[config.mk]
export PLATFORM = sky130hd
export DESIGN_NAME = serial_subtractor_seq
export DESIGN_NICKNAME = d
export VERILOG_FILES = /design/src/rtl/serial_sub_pkg.sv /design/src/rtl/fs_bit_cell.sv /design/src/rtl/serial_subtractor_seq.sv
export SDC_FILE = /design/constraint.sdc
export NUM_CORES = 1
export LEC_CHECK = 0
export CORE_UTILIZATION = 54
export DETAILED_ROUTE_END_ITERATION = 10
export DONT_BUFFER_PORTS = 1
export GPL_ROUTABILITY_DRIVEN = 0
export PLACE_DENSITY = 0.76
export SLEW_MARGIN = 20
export SYNTH_ARGS = -nofsm -noshare
export SYNTH_HDL_FRONTEND = slang
export SYNTH_SLANG_ARGS = --single-unit
[constraint.sdc]
create_clock -name clk -period 1.4 [get_ports clk]
set_input_delay 0.21 -clock clk [delete_from_list [all_inputs] [get_ports clk]]
set_output_delay 0.21 -clock clk [all_outputs]
set_load 0.1 [all_outputs]
[src/rtl/serial_sub_pkg.sv]
// Shared definitions for the bit-serial subtractor: FSM state encoding,
// the default operand width and the 1-bit full-subtractor equations.
package serial_sub_pkg;

  localparam int DEFAULT_WIDTH = 8;

  typedef enum logic [1:0] {
    ST_IDLE  = 2'b00,
    ST_SHIFT = 2'b01,
    ST_DONE  = 2'b10
  } state_t;

  // Difference bit of a - b - br
  function automatic logic fs_diff(input logic a, input logic b, input logic br);
    return a ^ b ^ br;
  endfunction

  // Borrow out of a - b - br: borrow when a=0,b=1, or when a==b and a borrow came in
  function automatic logic fs_borrow(input logic a, input logic b, input logic br);
    return (~a & b) | (~(a ^ b) & br);
  endfunction

endpackage

[src/rtl/fs_bit_cell.sv]
// Combinational 1-bit full subtractor: d = a - b - bin, bout = borrow out.
module fs_bit_cell
  import serial_sub_pkg::*;
(
  input  logic a_i,
  input  logic b_i,
  input  logic bin_i,
  output logic d_o,
  output logic bout_o
);

  assign d_o    = fs_diff(a_i, b_i, bin_i);
  assign bout_o = fs_borrow(a_i, b_i, bin_i);

endmodule

[src/rtl/serial_subtractor_seq.sv]
// Bit-serial WIDTH-bit subtractor computing a - b - bin, LSB first, one bit
// per clock through a single fs_bit_cell with a registered borrow loop.
// Optional signed-overflow output enabled by defining SERIAL_SUB_OVF_EN.
module serial_subtractor_seq
  import serial_sub_pkg::*;
#(
  parameter int WIDTH = DEFAULT_WIDTH
) (
  input  logic             clk,
  input  logic             rst,
  input  logic             start,
  input  logic [WIDTH-1:0] a,
  input  logic [WIDTH-1:0] b,
  input  logic             bin,
  output logic [WIDTH-1:0] diff,
  output logic             bout,
  output logic             busy,
  output logic             done
`ifdef SERIAL_SUB_OVF_EN
  ,
  output logic             ovf
`endif
);

  localparam int CNT_W = $clog2(WIDTH + 1);

  state_t             state_q, state_d;
  logic [WIDTH-1:0]   a_sh_q, a_sh_d;
  logic [WIDTH-1:0]   b_sh_q, b_sh_d;
  logic               br_q, br_d;
  logic [CNT_W-1:0]   cnt_q, cnt_d;
  logic [WIDTH-1:0]   diff_q, diff_d;
  logic               bout_q, bout_d;
`ifdef SERIAL_SUB_OVF_EN
  logic               a_msb_q, a_msb_d;
  logic               b_msb_q, b_msb_d;
  logic               ovf_q, ovf_d;
`endif

  logic cell_d;
  logic cell_bout;
  logic last_bit;

  // The single subtractor cell always sees the current LSBs and the borrow register
  fs_bit_cell u_cell (
    .a_i    (a_sh_q[0]),
    .b_i    (b_sh_q[0]),
    .bin_i  (br_q),
    .d_o    (cell_d),
    .bout_o (cell_bout)
  );

  assign last_bit = (cnt_q == CNT_W'(WIDTH - 1));

  // Next-state and datapath update: load on accept, shift one bit per SHIFT cycle
  always_comb begin
    state_d = state_q;
    a_sh_d  = a_sh_q;
    b_sh_d  = b_sh_q;
    br_d    = br_q;
    cnt_d   = cnt_q;
    diff_d  = diff_q;
    bout_d  = bout_q;
`ifdef SERIAL_SUB_OVF_EN
    a_msb_d = a_msb_q;
    b_msb_d = b_msb_q;
    ovf_d   = ovf_q;
`endif
    unique case (state_q)
      ST_IDLE: begin
        if (start) begin
          state_d = ST_SHIFT;
          a_sh_d  = a;
          b_sh_d  = b;
          br_d    = bin;
          cnt_d   = '0;
`ifdef SERIAL_SUB_OVF_EN
          a_msb_d = a[WIDTH-1];
          b_msb_d = b[WIDTH-1];
`endif
        end
      end
      ST_SHIFT: begin
        a_sh_d = a_sh_q >> 1;
        b_sh_d = b_sh_q >> 1;
        br_d   = cell_bout;
        // New bit enters at the MSB so after WIDTH shifts bit 0 sits at the LSB
        diff_d = (diff_q >> 1) | (WIDTH'(cell_d) << (WIDTH - 1));
        cnt_d  = cnt_q + CNT_W'(1);
        if (last_bit) begin
          state_d = ST_DONE;
          bout_d  = cell_bout;
`ifdef SERIAL_SUB_OVF_EN
          // cell_d is the final result MSB on the last bit
          ovf_d   = (a_msb_q ^ b_msb_q) & (a_msb_q ^ cell_d);
`endif
        end
      end
      ST_DONE: begin
        state_d = ST_IDLE;
      end
      default: begin
        state_d = ST_IDLE;
      end
    endcase
  end

  // State and datapath registers with synchronous reset that aborts any operation
  always_ff @(posedge clk) begin
    if (rst) begin
      state_q <= ST_IDLE;
      a_sh_q  <= '0;
      b_sh_q  <= '0;
      br_q    <= 1'b0;
      cnt_q   <= '0;
      diff_q  <= '0;
      bout_q  <= 1'b0;
`ifdef SERIAL_SUB_OVF_EN
      a_msb_q <= 1'b0;
      b_msb_q <= 1'b0;
      ovf_q   <= 1'b0;
`endif
    end else begin
      state_q <= state_d;
      a_sh_q  <= a_sh_d;
      b_sh_q  <= b_sh_d;
      br_q    <= br_d;
      cnt_q   <= cnt_d;
      diff_q  <= diff_d;
      bout_q  <= bout_d;
`ifdef SERIAL_SUB_OVF_EN
      a_msb_q <= a_msb_d;
      b_msb_q <= b_msb_d;
      ovf_q   <= ovf_d;
`endif
    end
  end

  assign diff = diff_q;
  assign bout = bout_q;
  assign busy = (state_q == ST_SHIFT);
  assign done = (state_q == ST_DONE);
`ifdef SERIAL_SUB_OVF_EN
  assign ovf  = ovf_q;
`endif

endmodule
Yosys cells after proc, flatten, opt, wreduce, memory -nomap -nowiden
Index checks and enable logic that the tools add are counted.
Storage, ports and cells
  bits in latches: 0
  register bits after elaboration: 32
  word-level logic and storage cells: 37
  bits in read-only memories: 0
  bits of input ports: 20
  memory bits (writable): 0
  memories: 0
  output and inout bits: 11
Cells by class
  $mul: 0
  eq/ne operators: 5
  reductions and logical operators: 5
  add/sub/neg operators: 1
  shift operators: 0
  bitwise logic cells: 8
  divide/modulo/power cells: 0
  mux-type cells: 11
  $lt $le $gt $ge: 0
Operators by type and width (count)
  8-bit one-hot mux with 2 select lines: 2
  8-bit two-way mux: 2
  7-bit by 8-bit OR with 8-bit output: 1
  4-bit one-hot mux with 2 select lines: 1
  2-bit AND reduction: 3
  4-bit by 1-bit adder with 4-bit output, second input constant: 1
  4-bit by 3-bit equality test with 1-bit output, second input constant: 1
  2-bit two-way mux: 2
  4-bit two-way mux: 1
  2-bit one-hot mux with 2 select lines: 1
  1-bit bitwise AND: 2
  2-bit by 1-bit equality test with 1-bit output, second input constant: 1
  2-bit equality test, second input constant: 1
  2-bit zero test: 1
  2-bit by 1-bit inequality test with 1-bit output, second input constant: 1
  2-bit inequality test, second input constant: 1
  1-bit inverter: 2
  1-bit one-hot mux with 2 select lines: 1
  2-bit nonzero test: 1
  1-bit bitwise XOR: 2
  1-bit two-way mux: 1
  1-bit OR: 1

Logic depth before layout (Yosys ltp)
Gate-level depths: netlist of the first run.
  depth in word-level cells: 5
  mapped depth: 6
  depth with buffers taken out: 5

By module
Synthesis of the first run repeated with hierarchy kept, for this count alone.
Second synthesis, totals
  cells, all modules: 185
  area total of the unflattened synthesis: 1511.4 sq um
Modules (own cells, without submodules)
  serial_subtractor_seq: seq. area each 640.6 sq um, times used 1, cells each 181, area an instance 1480.2 sq um
  fs_bit_cell: seq. area each 0.0 sq um, times used 1, cells each 4, area an instance 31.3 sq um

Worst setup path before layout of the first run
Ideal clock, no wire load.
  kind: register -> output
  start: register state_q[1]
  end: output port done
  slack: -0.875 ns
  buffers on the path: 1
  data required time: 1.190 ns
  data arrival time: 2.065 ns
  cell stages (with the launch flop): 4
  path through: dfxtp_1 clkinv_1 clkbuf_1 nor2_1
Between the ends
  cells in the longest elaborated chain, start to end: 1
Ends and longest elaborated chain
  start: declaration: line serial_subtractor_seq.sv:27  | state_t state_q, state_d;
  start signal: assignment: line serial_subtractor_seq.sv:124  | state_q <= state_d;
  2-bit equality test: line serial_subtractor_seq.sv:142  | assign done = (state_q == ST_DONE);
  end: declaration: line serial_subtractor_seq.sv:18  | output logic done
No other way between the ends.

Final worst setup path of the first run
  start: register state_q[0]
  end: output port done
Same word-level chain as after synthesis.

==> flow_metrics.py, run 1 <==
metrics = {
    "power": {
        "p_int_mw": 1.26,
        "p_per_area_mw_per_mm2": 1090,
        "peakVddDrop_mv": 0.784,
        "power_leakage_nw": 0.614,
        "sequentialPowerShare_pct": 56.6,
        "p_clk_share_pct": 27.5,
        "p_switching_mw": 0.501,
        "switching_share_pct": 28.5,
        "pwr-share-comb_pct": 15.9,
    },
    "cts": {
        "clock_sink_count": 32,
        "root_buffer": "clkbuf_4",
        "clk_latency_ns": 0.33,
        "clkTransAtPathRegs_ns": 0.09,
        "clock_tree.buffer_depth": 2,
        "cts-htree-levels": 2,
        "cts_buffers": 5,
        "cts_tree": "yes",
    },
    "layout": {
        "stdcell_count": 205,
        "final_common_cell": "dfxtp_1",
        "filler_cell_count": 183,
        "layout_common_cells": "dfxtp_1, nor2_1, nand2_1",
        "layout-drive-gt1-share_pct": 20.9,
        "synthToLayoutAreaGrowth_pct": 17.2,
        "n_antenna_cell": 0,
        "final_nets": 199,
        "final_util_pct": 69.7,
    },
    "setup_path": {
        "critPathBufInv": 2,
        "r2r_start": "state_q[0]$_SDFFE_PP0P_",
        "cp-start-kind": "flop",
        "crit_type": "reg -> out",
        "path_delay_family": "flip-flops",
        "startpoint": "state_q[0]$_SDFFE_PP0P_",
        "cp.required_ns": 1.19,
        "critPathCaptureType": "output port",
        "path_max_fanout": 8,
        "cp_cell_sequence": "buf_6 > nor2_4 > buf_12",
        "slowest_stage": "dfxtp_4",
        "cp.arrival_ns": 1.12,
        "reg2reg_depth": 4,
        "max_stage_delay_ns": 0.37,
        "crit_cells": 3,
    },
    "floorplan": {
        "dieArea_mm2": 0.00276,
        "dieWidth_um": 52.5,
        "rows": 17,
        "coreArea_mm2": 0.00232,
        "die_y_um": 52.5,
        "start_util_pct": 59.5,
        "io_pins": 31,
    },
    "routing": {
        "drt_wl_total_um": 3080,
        "wire_per_inst_um": 15.0,
        "viasPerCell": 6.07,
        "drtIter0Drc": 36,
        "via_count": 1245,
        "drc": 0,
        "postRouteAntennaNets": 0,
        "drt-pass1-iter-count": 4,
    },
    "global_route": {
        "grt_pass1_vias": 1087,
        "grt_max_degree": 34,
        "track_usage_pct": 24.3,
        "antenna_found_initial": 0,
        "overflow": 0,
        "grt_pass1_wl_um": 4780,
    },
    "yosys": {
        "synth_cells": 161,
        "synth.area.top_cells": "dfxtp_1, a211oi_1, nor2_1, o2bb2ai_1, nand2_1",
        "synth_warnings": 0,
        "yosysUniqueCellTypes": 32,
        "synth_top_area_share_pct": 46.5,
        "synth-seq-cells": 32,
        "syn_avg_cell_area_um2": 8.56,
        "netlist_area_mm2": 0.00138,
        "synth_nets": 183,
        "post-synth-top-area-cell": "dfxtp_1",
        "seq_area_frac_synth_pct": 46.5,
    },
    "sta": {
        "skew_ns": 0.00668,
        "hold_viol_final": 0,
        "min_period_ns": 1.33,
        "fmax_mhz": 750,
        "finalCritPeriodShare_pct": 95.2,
        "rsz0062_at_grt": "true",
        "slew_viol_final": 0,
        "tightest_slew_ns": 0.420,
        "hold_ws_ns": 0.0575,
        "fin_ws_ns": 0.0671,
        "tns_ns": 0,
        "slew_headroom_pct": 71.9,
        "finalSetupViolCount": 0,
    },
    "min_path": {
        "hold_depth": 2,
        "worstHoldPathType": "in -> reg",
        "hold_start": "rst",
    },
    "outcome": {
        "status": "completed",
    },
    "placed_design": {
        "pre_cts_slack_ns": 0.127,
        "placed_cells": 194,
        "hpwlAfterDp_um": 2020,
        "portBuffers": 0,
    },
    "flow_run": {
        "cap_violations": 0,
    },
}
## synth_stat cells
| library cell | count |
|---|---|
| a31oi_1 | 2 |
| a22oi_1 | 1 |
| o21ai_0 | 1 |
| ha_1 | 1 |
| or3_1 | 1 |
| nor2b_1 | 1 |
| buf_6 | 1 |
| buf_4 | 2 |
| o2bb2ai_1 | 10 |
| a211oi_1 | 15 |
| o22ai_1 | 4 |
| nand2b_1 | 2 |
| nand2_1 | 22 |
| a21oi_1 | 11 |
| inv_1 | 3 |
| o32a_1 | 1 |
| nor2_1 | 28 |
| nand3_1 | 2 |
| clkinv_1 | 1 |
| fa_1 | 1 |
| o21bai_2 | 1 |
| dfxtp_1 | 32 |
| a221oi_1 | 2 |
| a311oi_1 | 1 |
| inv_2 | 1 |
| o21ba_2 | 1 |
| nand3b_1 | 1 |
| o31ai_1 | 1 |
| and3b_1 | 1 |
| buf_2 | 4 |
| clkbuf_1 | 5 |
| and4bb_2 | 1 |
## final cells by class
type / count / area [um^2] / area share, %
inverter: 5 / 18.8 / 1.16
timing repair buffer: 21 / 199 / 12.3
tap: 28 / 35.0 / 2.17
multi-input combinational: 112 / 672 / 41.6
clock buffer: 6 / 41.3 / 2.55
sequential: 32 / 646 / 39.9
clock inverter: 1 / 5.00 / 0.310
## state kept, by name (all words and copies together), names as in the netlist
signal / cells
a_sh_q: 8
b_sh_q: 8
bout: 1
br_q: 1
cnt_q: 4
diff: 8
state_q: 2
## stage by stage
step	power, mW	cell area (um^2)
after global routing	1.84	1620
after floorplan	1.22	1390
final	1.76	1620
after detailed placement	1.25	1500
after global placement	1.24	1500
after CTS	1.73	1580
## power groups by stage
| stage | Clock [mW] | Combinational [mW] | Sequential, mW |
|---|---|---|---|
| 2_1_floorplan | 0 | 0.186 | 1.04 |
| 3_3_place_gp | 0 | 0.229 | 1.01 |
| 3_5_place_dp | 0 | 0.237 | 1.02 |
| 4_1_cts | 0.486 | 0.256 | 0.993 |
| 5_1_grt | 0.538 | 0.305 | 1.00 |
| 6_report | 0.483 | 0.280 | 0.995 |
## worst paths after layout
path                                                to  slack, ns
worst max-delay path                              done       0.07
worst min-delay path            b_sh_q[7]$_SDFFE_PP0P_       0.06
worst max register to register  b_sh_q[4]$_SDFFE_PP0P_       0.09
worst min register to register    diff[0]$_SDFFE_PP0P_       0.47
## per-layer routing
layer  vias to the layer above  routed length (um)  GRT usage (%)
met5                         -                   0              0
met4                         0                  29           7.89
met3                         4                 182           8.99
met2                        38                1490           38.8
met1                       599                1380           30.0
li1                        604                   -              -
## cells by family (layout without fill, tap and decap cells)
kind of cell,Yosys count,count (layout),synth area share (%)
AO/OA/AOI/OAI,51,51,26.9
adder cells (fa/ha/maj),2,2,2.36
AND/OR/NAND/NOR,59,59,18.2
flip-flops,32,32,46.5
buffers and inverters,17,33,6.08
## timing repair
action                                  in CTS  in global routing
gates resized for setup                      6                  4
cloned                                       0                  0
hold endpoints to repair                    32                 32
endpoints found under the setup margin       2                  3
setup buffers                                3                  0
pin swaps                                    0                  2
(Power assumes the default switching activity.)
==> run 2: changes to the inputs <==
--- a/config.mk
+++ b/config.mk
@@ -10,6 +10,7 @@
 export DONT_BUFFER_PORTS = 1
 export GPL_ROUTABILITY_DRIVEN = 0
 export PLACE_DENSITY = 0.76
+export SETUP_SLACK_MARGIN = 0.02
 export SLEW_MARGIN = 20
 export SYNTH_ARGS = -nofsm -noshare
 export SYNTH_HDL_FRONTEND = slang
==> run 2 against run 1 <==
Effect of this change: clock skew grew 0.0017 ns; setup slack lost 0.020 ns; wire length grew 0.97%; cell count grew 0.49%; global-route usage grew 0.36 points; largest power group unchanged; via count grew 1.1%; first-iteration DRC count shrank 19%; die area is the same; combinational power grew 3%; highest routed layer unchanged; fmax shrank 1.5%; sequential power is essentially flat; hold slack lost 0.0035 ns.
==> flow_metrics.py, run 2 (synthesized netlist as in run 1, its figures left out) <==
metrics = {
    "routing": {
        "via_count": 1259,
        "wl_met2_um": 1480,
        "routed.top_layer": "met4",
        "wire_per_inst_um": 15.1,
        "wl_met3_um": 180,
        "drt-pass1-iter-count": 4,
        "wl_met1_um": 1420,
        "drt_wl_total_um": 3110,
        "viasPerCell": 6.11,
        "postRouteAntennaNets": 0,
        "drc": 0,
        "drtIter0Drc": 29,
    },
    "setup_path": {
        "cp.required_ns": 1.19,
        "cp_cell_sequence": "buf_4 > nand2b_4 > inv_2 > buf_12",
        "path_delay_family": "buffers and inverters",
        "max_stage_delay_ns": 0.37,
        "critPathBufInv": 3,
        "slowest_stage": "dfxtp_4",
        "cp.arrival_ns": 1.14,
        "path_max_fanout": 4,
        "critPathCaptureType": "output port",
        "cp-start-kind": "flop",
        "crit_type": "reg -> out",
    },
    "floorplan": {
        "die_y_um": 52.5,
        "start_util_pct": 59.5,
        "dieWidth_um": 52.5,
        "io_pins": 31,
        "dieArea_mm2": 0.00276,
        "rows": 17,
        "coreArea_mm2": 0.00232,
    },
    "cts": {
        "clk_latency_ns": 0.33,
        "cts_buffers": 5,
        "clkTransAtPathRegs_ns": 0.09,
        "cts_tree": "yes",
        "cts-htree-levels": 2,
        "clock_tree.buffer_depth": 2,
        "clock_sink_count": 32,
        "root_buffer": "clkbuf_4",
    },
    "min_path": {
        "worstHoldPathType": "in -> reg",
    },
    "power": {
        "power_leakage_nw": 0.615,
        "p_total_mw": 1.77,
        "peakVddDrop_mv": 0.797,
        "p_per_area_mw_per_mm2": 1080,
    },
    "global_route": {
        "track_usage_pct": 24.7,
        "overflow": 0,
        "grt_max_degree": 34,
        "grt_pass1_vias": 1100,
        "antenna_found_initial": 0,
        "grt_pass1_wl_um": 4880,
    },
    "layout": {
        "layout_common_cells": "dfxtp_1, nor2_1, nand2_1",
        "stdcell_count": 206,
        "final_nets": 200,
        "filler_cell_count": 186,
        "final_common_cell": "dfxtp_1",
        "layout-drive-gt1-share_pct": 21.9,
        "n_antenna_cell": 0,
        "synthToLayoutAreaGrowth_pct": 18.3,
    },
    "sta": {
        "finalCritPeriodShare_pct": 96.6,
        "fmax_mhz": 739,
        "slew_headroom_pct": 76.7,
        "skew_ns": 0.00842,
        "hold_viol_final": 0,
        "slew_viol_final": 0,
        "min_period_ns": 1.35,
        "tightest_slew_ns": 0.350,
        "rsz0062_at_grt": "true",
        "finalSetupViolCount": 0,
    },
    "flow_run": {
        "cap_violations": 0,
    },
    "placed_design": {
        "portBuffers": 0,
        "hpwlAfterDp_um": 2020,
        "placed_cells": 194,
    },
    "outcome": {
        "status": "completed",
    },
}
[run 2: changes by cell type in the layout (fill, tap and decap cells not counted), sizes merged]
cell | before | now
clkinvlp | 0 | 1
inv | 5 | 3
clkinv | 1 | 2
buf | 21 | 22
[run 2: path summary, 6_finish.rpt]
kind | startpoint | end | slack, ns | cells after the start
setup / recovery | state_q[0]$_SDFFE_PP0P_ | busy | 0.05 | 4
hold / removal | rst | b_sh_q[7]$_SDFFE_PP0P_ | 0.05 | 2
setup reg to reg | b_sh_q[0]$_SDFFE_PP0P_ | br_q$_SDFFE_PP0P_ | 0.14 | 5
hold reg to reg | diff[0]$_SDFFE_PP0P_ | diff[0]$_SDFFE_PP0P_ | 0.47 | 2
[run 2: through the flow]
stage / cell area [um^2] / TNS, ns / setup slack (ns) / hold WS [ns] / util (%)
final: 1630 / 0 / 0.0474 / 0.0540 / 70.4
after global routing: 1630 / 0 / 0.00771 / 0.0616 / 70.4
after CTS: 1590 / 0 / 0.0225 / -0.0674 / 68.8
after detailed placement: 1500 / 0 / 0.127 / 0.285 / 64.5
after global placement: 1500 / 0 / 0.155 / 0.282 / 64.5
after floorplan: 1390 / -0.0616 / -0.0616 / 0.422 / -
[run 2: final cells by class]
cell class | count | area, um^2 | share of cell area (%)
inverters | 5 | 23.8 | 1.46
multi-input cells | 112 | 672 | 41.2
clock buffers | 6 | 41.3 | 2.53
flip-flops and latches | 32 | 648 | 39.7
clock inverters | 1 | 5.00 | 0.307
well taps | 28 | 35.0 | 2.15
repair buffers | 22 | 206 | 12.7
[run 2: report_power, final]
group | total [mW] | switching [mW] | leakage [nW] | internal (mW)
sequential | 0.992 | 0.0317 | 0.264 | 0.960
clock | 0.489 | 0.304 | 0.0281 | 0.185
combinational | 0.287 | 0.173 | 0.323 | 0.114
[run 2: what timing repair did]
action | 4_1_cts | 5_1_grt
hold endpoints to repair | 32 | 32
hold buffers | 1 | 1
pin swaps | 0 | 2
endpoints found under the setup margin | 2 | 5
gates resized for setup | 7 | 5
buffers inserted | 3 | 1
[run 2: metal layers]
metal,vias to the layer above,GRT usage [%]
li1,606,-
met1,611,30.7
met5,-,0
met3,4,8.99
met4,0,7.89
met2,38,39.2
==> run 3: changes to the inputs <==
--- a/config.mk
+++ b/config.mk
@@ -15,3 +15,4 @@
 export SYNTH_ARGS = -nofsm -noshare
 export SYNTH_HDL_FRONTEND = slang
 export SYNTH_SLANG_ARGS = --single-unit
+export TNS_END_PERCENT = 1
==> run 3 against run 2 <==
Effect of this change: final area down 1.4%; setup slack better by 0.00099 ns; total power down 0.68%; largest cell class unchanged; sequential share of layout area up 0.40 points; sequential cell count unchanged; combinational power down 4%; sequential power up 0.5%; via count down 2.0%; clock power down 1%; critical path type unchanged; critical path depth down 1.
==> flow_metrics.py, run 3 (synthesized netlist as in run 1, its figures left out) <==
metrics = {
    "outcome": {
        "status": "completed",
    },
    "sta": {
        "fmax_mhz": 740,
        "fin_ws_ns": 0.0484,
        "hold_viol_final": 0,
        "rsz0062_at_grt": "true",
        "tns_ns": 0,
        "tightest_slew_ns": 0.428,
        "slew_headroom_pct": 71.4,
        "skew_ns": 0.00652,
        "finalSetupViolCount": 0,
        "slew_viol_final": 0,
        "min_period_ns": 1.35,
        "finalCritPeriodShare_pct": 96.5,
    },
    "setup_path": {
        "path_max_fanout": 8,
        "cp.required_ns": 1.19,
        "reg2reg_depth": 4,
        "startpoint": "state_q[0]$_SDFFE_PP0P_",
        "slowest_stage": "dfxtp_4",
        "r2r_end": "a_sh_q[6]$_SDFFE_PP0P_",
        "crit_end": "done",
        "critPathBufInv": 2,
        "r2r_start": "state_q[0]$_SDFFE_PP0P_",
        "max_stage_delay_ns": 0.39,
        "path_delay_family": "flip-flops",
        "cp-start-kind": "flop",
        "crit_cells": 3,
        "cp.arrival_ns": 1.14,
        "crit_type": "reg -> out",
        "critPathCaptureType": "output port",
        "cp_cell_sequence": "buf_6 > nor2_4 > buf_12",
        "regToRegSetupSlack_ns": 0.11,
    },
    "power": {
        "p_per_area_mw_per_mm2": 1090,
        "peakVddDrop_mv": 0.909,
        "power_leakage_nw": 0.608,
    },
    "cts": {
        "cts_buffers": 5,
        "clock_tree.buffer_depth": 2,
        "clock_sink_count": 32,
        "clk_latency_ns": 0.33,
        "root_buffer": "clkbuf_4",
        "clkTransAtPathRegs_ns": 0.09,
        "cts-htree-levels": 2,
        "cts_tree": "yes",
    },
    "global_route": {
        "antenna_found_initial": 0,
        "grt_max_degree": 34,
        "track_usage_pct": 24.0,
        "grt_pass1_vias": 1078,
        "grt_pass1_wl_um": 4720,
        "overflow": 0,
    },
    "floorplan": {
        "dieArea_mm2": 0.00276,
        "dieWidth_um": 52.5,
        "start_util_pct": 59.5,
        "coreArea_mm2": 0.00232,
        "io_pins": 31,
        "die_y_um": 52.5,
        "rows": 17,
    },
    "layout": {
        "synthToLayoutAreaGrowth_pct": 16.7,
        "filler_cell_count": 188,
        "final_common_cell": "dfxtp_1",
        "final_util_pct": 69.4,
        "final_nets": 198,
        "layout_common_cells": "dfxtp_1, nor2_1, nand2_1",
        "design_area_mm2": 0.00161,
        "layout-drive-gt1-share_pct": 20.5,
        "n_antenna_cell": 0,
    },
    "placed_design": {
        "hpwlAfterDp_um": 2020,
        "portBuffers": 0,
        "placed_area_mm2": 0.00150,
        "pre_cts_slack_ns": 0.127,
    },
    "routing": {
        "postRouteAntennaNets": 0,
        "drc": 0,
        "wire_per_inst_um": 14.9,
        "drt-pass1-iter-count": 4,
        "viasPerCell": 6.05,
        "via_count": 1234,
        "drt_wl_total_um": 3030,
        "drtIter0Drc": 25,
    },
    "min_path": {
        "hold_depth": 2,
        "worstHoldPathType": "in -> reg",
    },
    "flow_run": {
        "cap_violations": 0,
    },
}
run 3: layer usage:
metal	up-vias	global-route usage (%)	part of all wire [%]
li1	605	-	-
met1	597	29.8	48
met2	30	37.8	47
met3	2	8.99	4.7
met4	0	7.89	0.46
met5	-	0	0
run 3: through the flow:
stage               hold slack, ns  power (mW)  cells
global placement             0.282        1.24    194
global route                0.0554        1.84    204
CTS                        -0.0674        1.73    202
finish                      0.0638        1.76    204
detailed placement           0.285        1.25    194
floorplan                    0.422        1.22    161
run 3: area by class of cell:
type | instances | area [um^2] | area share [%]
Multi-Input combinational cell | 112 | 672 | 41.8
Clock buffer | 6 | 41.3 | 2.57
Timing Repair Buffer | 20 | 191 | 11.9
Clock inverter | 1 | 5.00 | 0.311
Tap cell | 28 | 35.0 | 2.18
Sequential cell | 32 | 646 | 40.1
Inverter | 5 | 18.8 | 1.17
run 3: worst min path at each step:
stage	from	end	slack, ns
floorplan	start	b_sh_q[0]$_SDFFE_PP0P_	0.42
global placement	rst	diff[4]$_SDFFE_PP0P_	0.28
detailed placement	rst	diff[2]$_SDFFE_PP0P_	0.28
CTS	rst	state_q[1]$_SDFFE_PP0P_	-0.07
global route	rst	b_sh_q[7]$_SDFFE_PP0P_	0.06
finish	rst	b_sh_q[7]$_SDFFE_PP0P_	0.06
run 3: timing repair:
item	4_1_cts	5_1_grt
hold endpoints to repair	32	32
setup buffers	1	1
setup endpoints to repair	2	3
gates resized for setup	5	5
pin swaps	0	1
run 3: worst reg2reg max path: cells and delay by family, from the launching register on:
family,cells,cell delay (ns)
AOI/OAI and AO/OA,2,0.57
DFF,1,0.41
buffers and inverters,1,0.13
and+or+nand+nor,1,0.09
run 3: report_power, final:
group / leakage [nW] / switching, mW / total (mW) / internal (mW)
sequential: 0.264 / 0.0351 / 0.997 / 0.962
clock: 0.0281 / 0.298 / 0.483 / 0.185
combinational: 0.317 / 0.167 / 0.275 / 0.108
==> edit: new RTL, settings of run 1 <==
Build with the macro `SERIAL_SUB_OVF_EN` defined.
--- a/src/rtl/serial_subtractor_seq.sv
+++ b/src/rtl/serial_subtractor_seq.sv
@@ -3,2 +3,4 @@
 // Optional signed-overflow output enabled by defining SERIAL_SUB_OVF_EN.
+`define SERIAL_SUB_OVF_EN
+
 module serial_subtractor_seq
Behaviour (old outputs only; new: ovf): unchanged (equiv_simple and equiv_induct, registers matched by name and starting in step).
==> edit against run 1 <==
- the flow now finishes with violations (negative hold slack, negative setup slack)
- sequential cell count rose by 3
- synthesized area rose by 16%
- setup slack worse by 0.34 ns
- critical path depth rose by 2
- routed wire length up 4.7%
- power up 12%
- fmax down 20%
- design area grew 19%
- critical endpoint is now ovf$_SDFFE_PP0P_
- largest cell class unchanged
==> edit: results (changes against run 1) <==
* Status: finished with violations
* Failing checks: negative hold slack, negative setup slack
* Placed cells at 220 (+13%)
* Final setup skew at 0.00662 ns (-0.0000572 ns)
* GRT Overall Usage at 21.6% (-2.7 points)
* Setup WS pre-CTS at -0.287 ns (-0.415 ns)
* Final worst setup slack at -0.276 ns (-0.343 ns)
* DR WL/cell at 13.8 µm (-8.3%)
* Vias in the first global route at 1284 (+18%)
* Count of cell types in the netlist at 36 (+13%)
* Peak VDD IR at 1.20 mV (+53%)
* Routed wire length at 3.22 mm (+4.7%)
* Layout cells sized above 1 at 34.0% (+13 points)
* Compound-Gate Fraction of Synth Area at 25.9% (-1.0 points)
* CP arrival at 1.97 ns (+0.85 ns)
* Count of final hold-check violations at 35 (+35)
* Worst path max stage delay at 0.49 ns (+0.12 ns)
* Sequential share of the synthesized area at 43.8% (-2.7 points)
* Setup bufs post-CTS at 1 (-2)
* Synth area leaders: dfxtp_1, nand2_1, a211oi_2
* Largest net degree at the start of global routing at 36 (+5.9%)
* Fillers at 228 (+25%)
* Mux contribution to synthesized area at 1.25% (+1.3 points)
* Synthesized net count at 199 (+8.7%)
* Most common library cells after synthesis: dfxtp_1, nand2_1, a21oi_1
* Leak pwr at 0.793 nW (+29%)
* Critical Path Fanout Max at 2 (-6)
* Comb pwr at 0.358 mW (+28%)
* Switch Pwr at 0.579 mW (+15%)
* Resize count post-CTS at 5 (-1)
* Synth Area in Adders at 2.03% (-0.33 points)
* Clk slew on worst S/H paths at 0.11 ns (+0.02 ns)
* Power Dens Cells at 1020 mW/mm² (-6.0%)
* Hold slack at -0.0896 ns (-0.147 ns)
* Iteration-0 DRC Markers at 28 (-22%)
* Vias per cell at 5.61 (-7.7%)
* Setup Viol. Count Final at 1 (+1)
* Mean area per synthesized cell at 9.05 µm² (+5.7%)
* Clock power share at 26.8% (-0.7 points)
* Worst-Margin Slew at 0.275 ns (-0.145 ns)
* CP top delay family: adder cells
* Clk_lat worst skew at 0.35 ns (+0.02 ns)
* DP Area at 0.00176 mm² (+18%)
* Global-route wire length before repair at 5.24 mm (+9.7%)
## edit: path summary, 6_finish.rpt
kind | end | startpoint | slack, ns | cells past startpoint
worst max-delay path | ovf$_SDFFE_PP0P_ | br_q$_SDFFE_PP0P_ | -0.28 | 5
worst min-delay path | a_sh_q[4]$_SDFFE_PP0P_ | rst | -0.09 | 1
worst max register to register | ovf$_SDFFE_PP0P_ | br_q$_SDFFE_PP0P_ | -0.28 | 5
worst min register to register | diff[0]$_SDFFE_PP0P_ | diff[0]$_SDFFE_PP0P_ | 0.47 | 2
## edit: cell type report
class                           count  area share [%]
Tap cell                           31            2.01
Clock inverter                      3           0.778
Sequential cell                    35            36.5
Multi-Input combinational cell    125            42.0
Inverter                            3            1.23
Clock buffer                        5            1.95
Timing Repair Buffer               32            15.5
## edit: per-layer routing
metal	global-route usage (%)	wire, µm	vias up
met5	0	0	-
li1	-	-	661
met1	23.8	1370	606
met3	5.30	151	8
met4	16.0	83	0
met2	35.8	1620	37
